$ cat src/rtl/sd_pkg.sv
// sd_pkg: shared scandoubler timing constants and lock state encoding
package sd_pkg;
  typedef enum logic [1:0] {UNLOCKED, ACQUIRE, LOCKED} lock_state_t;
  localparam int SD_VSYNC_LEN   = 90;
  localparam int SD_DEF_OUT_LEN = 414;
  localparam int SD_MIN_LINE    = 600;
  localparam int SD_MAX_LINE    = 1000;
  localparam int SD_HS_START    = 384;
  localparam int SD_H_DE_START  = 64;
  localparam int SD_H_DE_END    = 364;
  localparam int SD_V_DE_START  = 16;
  localparam int SD_V_DE_END    = 296;
  localparam int SD_LOCK_LINES  = 4;
endpackage

$ cat src/rtl/sd_sync_decode.sv
// sd_sync_decode: splits active-low composite sync into line-start and vsync events
module sd_sync_decode
  import sd_pkg::*;
#(
  parameter int VSYNC_LEN = SD_VSYNC_LEN
) (
  input  logic clk,
  input  logic reset_n,
  input  logic ce,
  input  logic csync,
  output logic line_start,
  output logic vsync_start,
  output logic vsync_end
);
  localparam logic [7:0] VS = 8'(VSYNC_LEN);
  logic       cs_d;
  logic [7:0] sync_len;
  logic       rising;
  always_ff @(posedge clk or negedge reset_n)
    if (!reset_n) begin
      cs_d     <= 1'b1;
      sync_len <= '0;
    end else if (ce) begin
      cs_d     <= csync;
      sync_len <= csync ? '0 : sync_len + {7'd0, sync_len != 8'hff};
    end
  assign rising      = ce & csync & ~cs_d;
  assign line_start  = rising & (sync_len < VS);
  assign vsync_end   = rising & (sync_len >= VS);
  assign vsync_start = ce & ~csync & (sync_len == VS);
endmodule

$ cat src/rtl/sd_line_ctrl.sv
// sd_line_ctrl: line-buffer scandoubler timing, lock tracking and output sync generation
module sd_line_ctrl
  import sd_pkg::*;
#(
  parameter int VSYNC_LEN   = SD_VSYNC_LEN,
  parameter int DEF_OUT_LEN = SD_DEF_OUT_LEN,
  parameter int MIN_LINE    = SD_MIN_LINE,
  parameter int MAX_LINE    = SD_MAX_LINE,
  parameter int HS_START    = SD_HS_START,
  parameter int H_DE_START  = SD_H_DE_START,
  parameter int H_DE_END    = SD_H_DE_END,
  parameter int V_DE_START  = SD_V_DE_START,
  parameter int V_DE_END    = SD_V_DE_END,
  parameter int LOCK_LINES  = SD_LOCK_LINES
) (
  input  logic       clk,
  input  logic       reset_n,
  input  logic       ce_2pix,
  input  logic       csync,
  output logic       wr_en,
  output logic [9:0] wr_addr,
  output logic [9:0] rd_addr,
  output logic       hs_out,
  output logic       vs_out,
  output logic       de,
  output logic       scanline,
  output logic       locked,
  output logic [9:0] line_cnt
);
  localparam logic [10:0] MIN_P  = 11'(MIN_LINE);
  localparam logic [10:0] MAX_P  = 11'(MAX_LINE);
  localparam logic [9:0]  MAX_C  = 10'(MAX_LINE);
  localparam logic [8:0]  DEF_L  = 9'(DEF_OUT_LEN);
  localparam logic [8:0]  HS_C   = 9'(HS_START);
  localparam logic [8:0]  HDS    = 9'(H_DE_START);
  localparam logic [8:0]  HDE    = 9'(H_DE_END);
  localparam logic [9:0]  VDS    = 10'(V_DE_START);
  localparam logic [9:0]  VDE    = 10'(V_DE_END);
  localparam logic [2:0]  LOCK_N = 3'(LOCK_LINES);
  logic        line_start, vsync_start, vsync_end;
  logic [9:0]  in_col, line_cnt_n;
  logic        bank, good, near, wrap, watchdog;
  logic [8:0]  out_col, out_col_n, out_len, cur_len;
  logic [10:0] period, prev, diff;
  logic [2:0]  cnt;
  lock_state_t state;
  sd_sync_decode #(.VSYNC_LEN(VSYNC_LEN)) u_sync (
    .clk        (clk),
    .reset_n    (reset_n),
    .ce         (ce_2pix),
    .csync      (csync),
    .line_start (line_start),
    .vsync_start(vsync_start),
    .vsync_end  (vsync_end)
  );
  always_comb begin
    period     = {1'b0, in_col} + 11'd1;
    diff       = (period > prev) ? period - prev : prev - period;
    good       = (period >= MIN_P) && (period <= MAX_P);
    near       = diff <= 11'd2;
    wrap       = out_col == cur_len - 9'd1;
    watchdog   = (in_col == MAX_C) && !line_start;
    out_col_n  = (line_start || wrap) ? '0 : out_col + 9'd1;
    line_cnt_n = vsync_start ? '0 : line_start ? line_cnt + {9'd0, line_cnt != 10'h3ff} : line_cnt;
  end
  // cur_len is the length of the line being emitted; a new out_len only lands at a wrap
  always_ff @(posedge clk or negedge reset_n)
    if (!reset_n) begin
      in_col   <= '0;
      bank     <= 1'b0;
      out_col  <= '0;
      out_len  <= DEF_L;
      cur_len  <= DEF_L;
      state    <= UNLOCKED;
      cnt      <= '0;
      prev     <= '0;
      line_cnt <= '0;
      vs_out   <= 1'b0;
      scanline <= 1'b0;
      hs_out   <= 1'b1;
      de       <= 1'b0;
    end else if (ce_2pix) begin
      in_col   <= (line_start || vsync_end) ? '0 : in_col + {9'd0, in_col != 10'h3ff};
      bank     <= bank ^ line_start;
      out_col  <= out_col_n;
      cur_len  <= wrap ? out_len : cur_len;
      line_cnt <= line_cnt_n;
      vs_out   <= vsync_start | (vs_out & ~csync);
      scanline <= vsync_start ? 1'b0 : scanline ^ wrap;
      hs_out   <= out_col_n < HS_C;
      de       <= (out_col_n >= HDS) && (out_col_n < HDE) && (line_cnt_n >= VDS) && (line_cnt_n < VDE);
      prev     <= line_start ? period : prev;
      case (state)
        UNLOCKED: if (line_start && good) begin
          state <= ACQUIRE;
          cnt   <= 3'd1;
        end
        ACQUIRE: if (line_start) begin
          if (!good || !near) begin
            state <= UNLOCKED;
            cnt   <= '0;
          end else if (cnt + 3'd1 == LOCK_N) begin
            state   <= LOCKED;
            cnt     <= '0;
            out_len <= period[9:1];
          end else cnt <= cnt + 3'd1;
        end
        LOCKED: if (watchdog || (line_start && !good)) begin
          state   <= UNLOCKED;
          out_len <= DEF_L;
        end
        default: state <= UNLOCKED;
      endcase
    end
  assign wr_en   = in_col[0];
  assign wr_addr = {bank, in_col[9:1]};
  assign rd_addr = {~bank, out_col};
  assign locked  = state == LOCKED;
endmodule

$ cat config.mk
export PLATFORM = sky130hd
export DESIGN_NAME = sd_line_ctrl
export DESIGN_NICKNAME = d
export VERILOG_FILES = /design/src/rtl/sd_pkg.sv /design/src/rtl/sd_sync_decode.sv /design/src/rtl/sd_line_ctrl.sv
export SDC_FILE = /design/constraint.sdc
export NUM_CORES = 1
export LEC_CHECK = 0
export BUFFER_PORTS_ARGS = -buffer_cell sky130_fd_sc_hd__buf_2
export CORE_ASPECT_RATIO = 0.7
export CORE_UTILIZATION = 56
export DETAILED_ROUTE_END_ITERATION = 8
export PLACE_DENSITY = 0.87
export SLEW_MARGIN = 20
export SYNTH_ARGS = -nofsm -noshare
export SYNTH_HDL_FRONTEND = slang
export SYNTH_HIERARCHICAL = 1
export SYNTH_SLANG_ARGS = --single-unit
$ cat constraint.sdc
create_clock -name clk -period 4 [get_ports clk]
set_clock_uncertainty 0.2 [all_clocks]
set_input_delay 0.8 -clock clk [delete_from_list [all_inputs] [get_ports clk]]
set_output_delay 0.8 -clock clk [all_outputs]
set_load 0.01 [all_outputs]
==> results of run 1 <==
[worst min-delay path, cell delays in order (launching register included)]
cell and delay, ns:
dfstp_2 0.37, nor2_1 0.08, a31oi_1 0.04
[worst min path at each step]
stage	cells past startpoint	endpoint	slack [ns]	startpoint
2_1_floorplan	2	prev[10]	0.25	prev[10]
3_3_place_gp	1	de	0.27	de
3_5_place_dp	2	hs_out	0.28	hs_out
4_1_cts	2	hs_out	0.29	hs_out
5_1_grt	2	hs_out	0.31	hs_out
6_report	2	hs_out	0.29	hs_out
[synth_stat cells (5+ instances only)]
cell type,count,area [um^2]
o22a_1,6,52.6
nor2_1,42,158
nand2_1,61,229
o22ai_1,12,75.1
xnor2_1,23,201
or3_1,5,31.3
o31ai_1,6,45.0
and3_1,8,50.1
nor3b_1,5,37.5
nand2b_1,9,56.3
mux2_2,10,113
nor2b_1,9,56.3
a22o_1,5,43.8
buf_4,8,60.1
or4_1,5,37.5
ha_1,36,450
a311oi_1,6,52.6
nor3_1,14,70.1
nand3b_1,6,45.0
xor2_1,16,140
dfstp_2,14,368
a31oi_1,10,62.6
inv_1,46,173
buf_2,13,65.1
nand3_1,29,145
and2_1,5,31.3
o21ai_0,53,265
dfrtp_1,63,1580
mux2i_1,11,110
clkbuf_1,18,67.6
a21oi_1,29,145
nand4_1,11,68.8
[per-layer routing]
| metal | up-vias | global-route usage (%) | routed length (um) |
|---|---|---|---|
| met3 | 41 | 7.76 | 1640 |
| met5 | - | 0 | 0 |
| li1 | 2706 | - | - |
| met1 | 2894 | 46.6 | 7930 |
| met4 | 0 | 11.9 | 386 |
| met2 | 288 | 53.7 | 8200 |
[sequential cells by signal (all words and copies together), names as in the netlist]
signal / flops
u_sync/cs_d: 1
u_sync/sync_len: 8
in_col: 10
out_len: 9
vs_out: 1
prev: 11
scanline: 1
de: 1
out_col: 9
hs_out: 1
bank: 1
cnt: 3
state: 2
cur_len: 9
line_cnt: 10
[through the flow]
stage               TNS [ns]  total power [W]  utilization [%]  setup WS, ns  hold slack (ns)
global placement       -1.72          0.00401             69.0        -0.197            0.266
CTS                  -0.0970          0.00543             76.1       -0.0242            0.288
global route           -3.87          0.00619             78.2        -0.308            0.309
floorplan            -0.0806          0.00293                -       -0.0129            0.250
detailed placement     -2.24          0.00405             69.0        -0.253            0.279
finish                 -2.05          0.00587             78.2        -0.183            0.291
[final cells by class]
type / instances / area, um^2
clock inverter: 3 / 43.8
timing repair buffer: 154 / 1090
sequential: 77 / 1950
multi-input combinational: 514 / 4130
clock buffer: 13 / 260
tap: 128 / 160
fill: 618 / 2180
inverter: 47 / 176
[cells by family (layout without fill, tap and decap cells)]
group,after synthesis,after routing,synth area share [%]
and+or+nand+nor,232,232,20.9
adders and majority gates,38,38,8.28
buffers and inverters,88,217,6.36
muxes,22,22,3.95
AOI/OAI and AO/OA,180,181,21.2
DFF,77,77,32.8
xor gates and xnor gates,41,41,6.51
[placed cells by master, fill, tap and decap left out, drive strengths merged, types with 6 or more instances in the layout]
cell / n
and3: 9
nand4: 14
o22ai: 12
inv: 48
a31oi: 10
o21ai: 58
nor2b: 9
a21oi: 31
buf: 154
dfrtp: 63
xnor2: 25
nand3: 31
mux2i: 11
dfstp: 14
a311oi: 6
mux2: 11
nor2: 42
nand3b: 6
nand2: 62
o22a: 6
or4: 6
clkbuf: 13
xor2: 16
nor3: 14
nand2b: 9
and2: 6
o31ai: 6
ha: 36
[timing repair]
item | CTS | global route
gates resized for setup | 58 | 27
gates cloned | 1 | 0
pin swaps | 29 | 13
buffers inserted | 13 | 7
endpoints found under the hold margin | 0 | 0
setup endpoints to repair | 12 | 14
[report_power, final]
group	switching [W]	total, W	leakage [nW]	internal, W
logic	0.00213	0.00397	2.37	0.00183
registers	0.000158	0.00105	0.961	0.000894
clock network	0.000331	0.000850	0.150	0.000519
total	0.00262	0.00587	3.48	0.00325
==> flow_summary_export.csv, run 1 <==
group,metric,value,unit
placement,gp_congestion,0.972,
critical_path,worst_setup_path_start_kind,"flip-flop",
layout,drive_above_1_share,35.5,%
cts,htreeDepth,3,
placement,placed_cells_incl_taps,900,
die,die_h,88.0,um
status,status,"finished, violations left",
global_routing,grt_pass1_vias,5740,
synth,postSynthAreaPerCell,8.73,um^2
routing,routed_wl,18100,um
routing,post-route-drc-count,5,
layout,fin_cells,936,
die,core_area,9980,um^2
critical_path,r2r_slack,-0.18,ns
routing,via_count,5929,
synth,ys_ff_latch,77,
routing,vias_per_cell,6.33,
sta,timing.final.ws_setup,-0.183,ns
die,ios,40,
sta,rsz0062_at_grt,"true",
power,irDropWorstVdd,807,uV
die,die_area,11000,um^2
synth,synth_flop_cell,"dfrtp_1",
critical_path,worstSetupStartpoint,"in_col[0]",
critical_path,arrival,4.20,ns
sta,hold_violations,0,
routing,first_iter_violations,588,
sta,setup_viol,14,
synth,seq_area_frac_synth,32.8,%
routing,ant_nets,0,
global_routing,antenna_found_initial,0,
cts,cts_root_buffer,"clkbuf_16",
placement,dp_hpwl,12500,um
cts,clk_latency,0.34,ns
critical_path,critPathMaxFanout,7,
synth,async_reset_ff_share,100,%
critical_path,max_stage_delay,0.47,ns
placement,dpl_cell_area,6890,um^2
cts,clockBufferDepth,2,
synth,synthCells,678,
sta,fin_crit_sh,105,%
job,max_cap_violations,0,
global_routing,grt_overflow,0,
status,violations,"DRC, setup timing",
die,start_util,59.3,%
critical_path,path_delay_family,"simple AND/OR/NAND/NOR gates",
power,cellLeakagePower,3.48,nW
sta,finalWorstPathRequiredPeriod,4.18,ns
sta,timing.fmax,239,MHz
sta,tightest_slew,0.754,ns
critical_path,critical_path_depth,16,
cts,cts_made_buffers,9,
routing,firstDrtPassIters,7,
cts,clk_pin_slew,0.06,ns
synth,ys_warn_count,6,
layout,finalNetCount,845,
critical_path,cp_cell_sequence,"ha_4, buf_6, xor2_2, ha_1, nand4_1, or3_4, buf_4, o21ai_4, a32oi_2, xnor2_1, nand4_2, buf_6, buf_4, nor3_4, a311oi_2, mux2_1",
global_routing,grt_usage,34.0,%
layout,syn_to_final_growth,31.9,%
critical_path,r2r-start,"in_col[0]",
cts,cts_tree,"done",
cts,postCtsHoldBufs,0,
critical_path,path_buf_inv,4,
critical_path,required,4.02,ns
synth,synth_cell_types,86,
die,rows,30,
critical_path,worstSetupPathType,"reg -> reg",
layout,insertedDiodeCount,0,
routing,routedWlPerCell,19.4,um
sta,drv_slew,0,
layout,final_area,7810,um^2
power,p_per_area,751,nW/um^2
synth,synth_edf_count,0,
critical_path,cp_slowest_cell,"or3_4",
synth,synthesis.nets,720,
critical_path,r2r_cells,16,
critical_path,reg2reg_to,"state[0]",
cts,clock-sinks,77,
global_routing,grt_max_degree,59,
critical_path,worstSetupEndpointType,"flip-flop",
die,die_w,125,um
sta,slew_headroom,49.6,%
critical_path,crit_end,"state[0]",
synth,synth.cell_area,5920,um^2
worst_hold_path,min_path_type,"reg -> reg",
placement,io_buffers,39,
global_routing,grt_first_pass_wirelength,29200,um
Power figures use the tool's default switching activity.
==> run 2: changes to the inputs <==
ABC_AREA = 1   (was default)
==> flow_summary_export.csv, run 2 <==
group,metric,value,unit
synth,synth_top_family_by_area,"simple AND/OR/NAND/NOR gates",
placement,io_buffers,39,
cts,cts_tree,"done",
placement,dp_hpwl,10400,um
global_routing,globalRouteMet1Util,43.2,%
sta,fin_crit_sh,94.6,%
power,switching_share,48.0,%
global_routing,grt_busiest_layer,"met1",
synth,async_reset_ff_share,100,%
synth,synthesis.nets,858,
sta,finalWorstPathRequiredPeriod,3.78,ns
power,power.total,0.00409,W
layout,fin_cells,988,
layout,multiInputGateArea,3390,um^2
synth,synthAdderAreaFrac,8.39,%
synth,synth_area_leaders,"dfrtp_1, nand2_1, ha_1",
sta,tightest_slew,0.947,ns
sta,rsz0062_at_grt,"false",
synth,seq_area_frac_synth,33.3,%
die,die_w,124,um
sta,slew_headroom,36.8,%
power,switchingPower,0.00196,W
routing,first_iter_violations,674,
sta,hold_violations,0,
layout,largest_reg_flops,11,
critical_path,required,4.02,ns
cts,clk_pin_slew,0.06,ns
sta,timing.fmax,264,MHz
layout,layout_commonest_cell,"nand2_1",
critical_path,worstSetupEndpointType,"flip-flop",
routing,routedWlPerCell,14.5,um
layout,fin_util,65.0,%
global_routing,globalRouteMet2Util,37.8,%
global_routing,grt_usage,27.6,%
worst_hold_path,min_path_type,"reg -> reg",
layout,insertedDiodeCount,0,
global_routing,grt_max_degree,78,
synth,synth_edf_count,0,
synth,synth_compound_area_share,9.63,%
critical_path,r2r-start,"in_col[1]",
power,p_seq_share,27.5,%
power,power_frac_clock,18.4,%
synth,postSynthAreaPerCell,7.16,um^2
synth,synthSimpleGateAreaFrac,35.0,%
critical_path,worst_setup_path_start_kind,"flip-flop",
die,die_h,87.5,um
power,internal_power,0.00213,W
critical_path,critPathMaxFanout,13,
critical_path,reg2reg_to,"out_len[6]",
global_routing,use_met3,6.02,%
worst_hold_path,worstHoldStart,"out_len[7]",
sta,drv_slew,0,
synth,synth.cell_area,5850,um^2
synth,ys_warn_count,6,
power,p_comb_share,54.1,%
die,ios,40,
global_routing,grt_first_pass_wirelength,23100,um
critical_path,r2r_slack,0.22,ns
global_routing,grt_pass1_vias,4690,
global_routing,grt_overflow,0,
layout,drive_above_1_share,16.3,%
cts,htreeDepth,3,
layout,fillerInstances,825,
routing,post-route-drc-count,0,
power,p_per_area,635,nW/um^2
layout,layout_common_cells,"nand2_1, inv_1, dfrtp_1",
cts,cts_made_buffers,9,
critical_path,worstSetupPathType,"reg -> reg",
power,irDropWorstVdd,264,uV
synth,synth_flop_cell,"dfrtp_1",
status,status,"complete, no violations",
sta,tns,0,ns
worst_hold_path,hold_path_depth,2,
synth,synthMuxAreaShare,1.73,%
layout,largest-register,"prev",
synth,yosysMostFrequentCell,"nand2_1",
die,die_area,10900,um^2
synth,synth_commonest_cells,"nand2_1, inv_1, dfrtp_1",
worst_hold_path,whs_endpoint,"out_len[7]",
cts,postCtsHoldBufs,0,
die,core_area,9910,um^2
die,rows,30,
routing,routed_wl,14300,um
routing,firstDrtPassIters,6,
routing,ant_nets,0,
placement,gp_congestion,0.956,
synth,synthCells,816,
die,start_util,59.0,%
synth,yosys.area.top_type,"dfrtp_1",
synth,synth_top_area_share,27.0,%
global_routing,antenna_found_initial,0,
layout,regArea,1950,um^2
routing,vias_per_cell,5.59,
cts,cts_root_buffer,"clkbuf_16",
synth,ys_ff_latch,77,
cts,clk_latency,0.33,ns
layout,syn_to_final_growth,10.2,%
critical_path,arrival,3.81,ns
synth,synth_cell_types,52,
cts,clockBufferDepth,2,
layout,finalNetCount,897,
synth,synthXorXnorAreaFrac,2.85,%
placement,placed_cells_incl_taps,972,
layout,top_regs,"prev x11, in_col x10, line_cnt x10",
sta,setup_viol,0,
cts,clock-sinks,77,
critical_path,r2r_cells,22,
power,cellLeakagePower,3.43,nW
routing,via_count,5527,
job,max_cap_violations,0,
run 2: cell count changes after synthesis, moves of 12 or more:
cell / previous run / this run
clkbuf_1: 18 / 5
inv_1: 46 / 108
nand2_1: 61 / 243
nand3_1: 29 / 57
o22ai_1: 12 / 0
xnor2_1: 23 / 6
run 2: layer usage:
metal  routed length, um  up-vias  part of all wire [%]
met5                   0        -                     0
met4                 161        0                   1.1
met3                1270       17                   8.8
met2                5940      253                    41
met1                6960     2549                    49
li1                    -     2708                     -
run 2: worst max path at each step:
stage                             to  slack, ns  startpoint
final                     out_len[6]       0.22   in_col[1]
after global routing      out_len[6]       0.03   in_col[1]
after CTS                 out_len[6]       0.06   in_col[1]
after detailed placement  out_len[6]       0.08   in_col[1]
after global placement    out_len[6]       0.18   in_col[1]
after floorplan           out_len[0]       0.61   in_col[0]
run 2: worst max-delay path: stages, from the launching register on:
cell and delay [ns]:
dfrtp_2 0.46, ha_1 0.24, nand3_2 0.13, nor2_2 0.17
nand3_2 0.10, nor2_2 0.19, ha_1 0.33, nand2_1 0.10
nand2_1 0.08, a21oi_2 0.19, nand3_4 0.15, nand2_8 0.15
inv_1 0.11, nand2_1 0.09, nand2_1 0.07, nand2_1 0.06
nand2_1 0.06, nor2_2 0.24, nand4_2 0.16, nand2_4 0.15
nand2_4 0.10, nand2_1 0.07, nand2_1 0.05
run 2: cells by family (layout without fill, tap and decap cells):
kind of cell,Yosys count,count (layout)
compound gates,102,102
mux,9,9
fa+ha+maj,38,38
xor+xnor,19,19
buf+inv,133,177
flops,77,77
simple gates,438,438
run 2: power groups by stage:
stage	clock, W	combinational [W]	sequential (W)
3_5_place_dp	0	0.00212	0.00112
5_1_grt	0.000796	0.00246	0.00114
2_1_floorplan	0	0.00167	0.00110
3_3_place_gp	0	0.00209	0.00112
6_report	0.000754	0.00222	0.00112
4_1_cts	0.000756	0.00214	0.00112
run 2: stage by stage:
step | setup slack (ns) | hold slack (ns) | area (um^2)
after floorplan | 0.611 | 0.238 | 5850
after global placement | 0.178 | 0.251 | 6150
after detailed placement | 0.0786 | 0.254 | 6150
after CTS | 0.0570 | 0.269 | 6420
after global routing | 0.0266 | 0.280 | 6440
final | 0.217 | 0.266 | 6440
run 2: cell type report:
cell class / instances / share of cell area (%)
clock buffers: 12 / 3.83
repair buffers: 45 / 3.77
clock inverters: 4 / 0.369
well taps: 128 / 2.49
flip-flops and latches: 77 / 30.2
inverters: 116 / 6.76
multi-input cells: 606 / 52.6
run 2: timing repair:
action	CTS	global route
buffers inserted	0	0
setup endpoints to repair	0	13
resized for setup	0	7
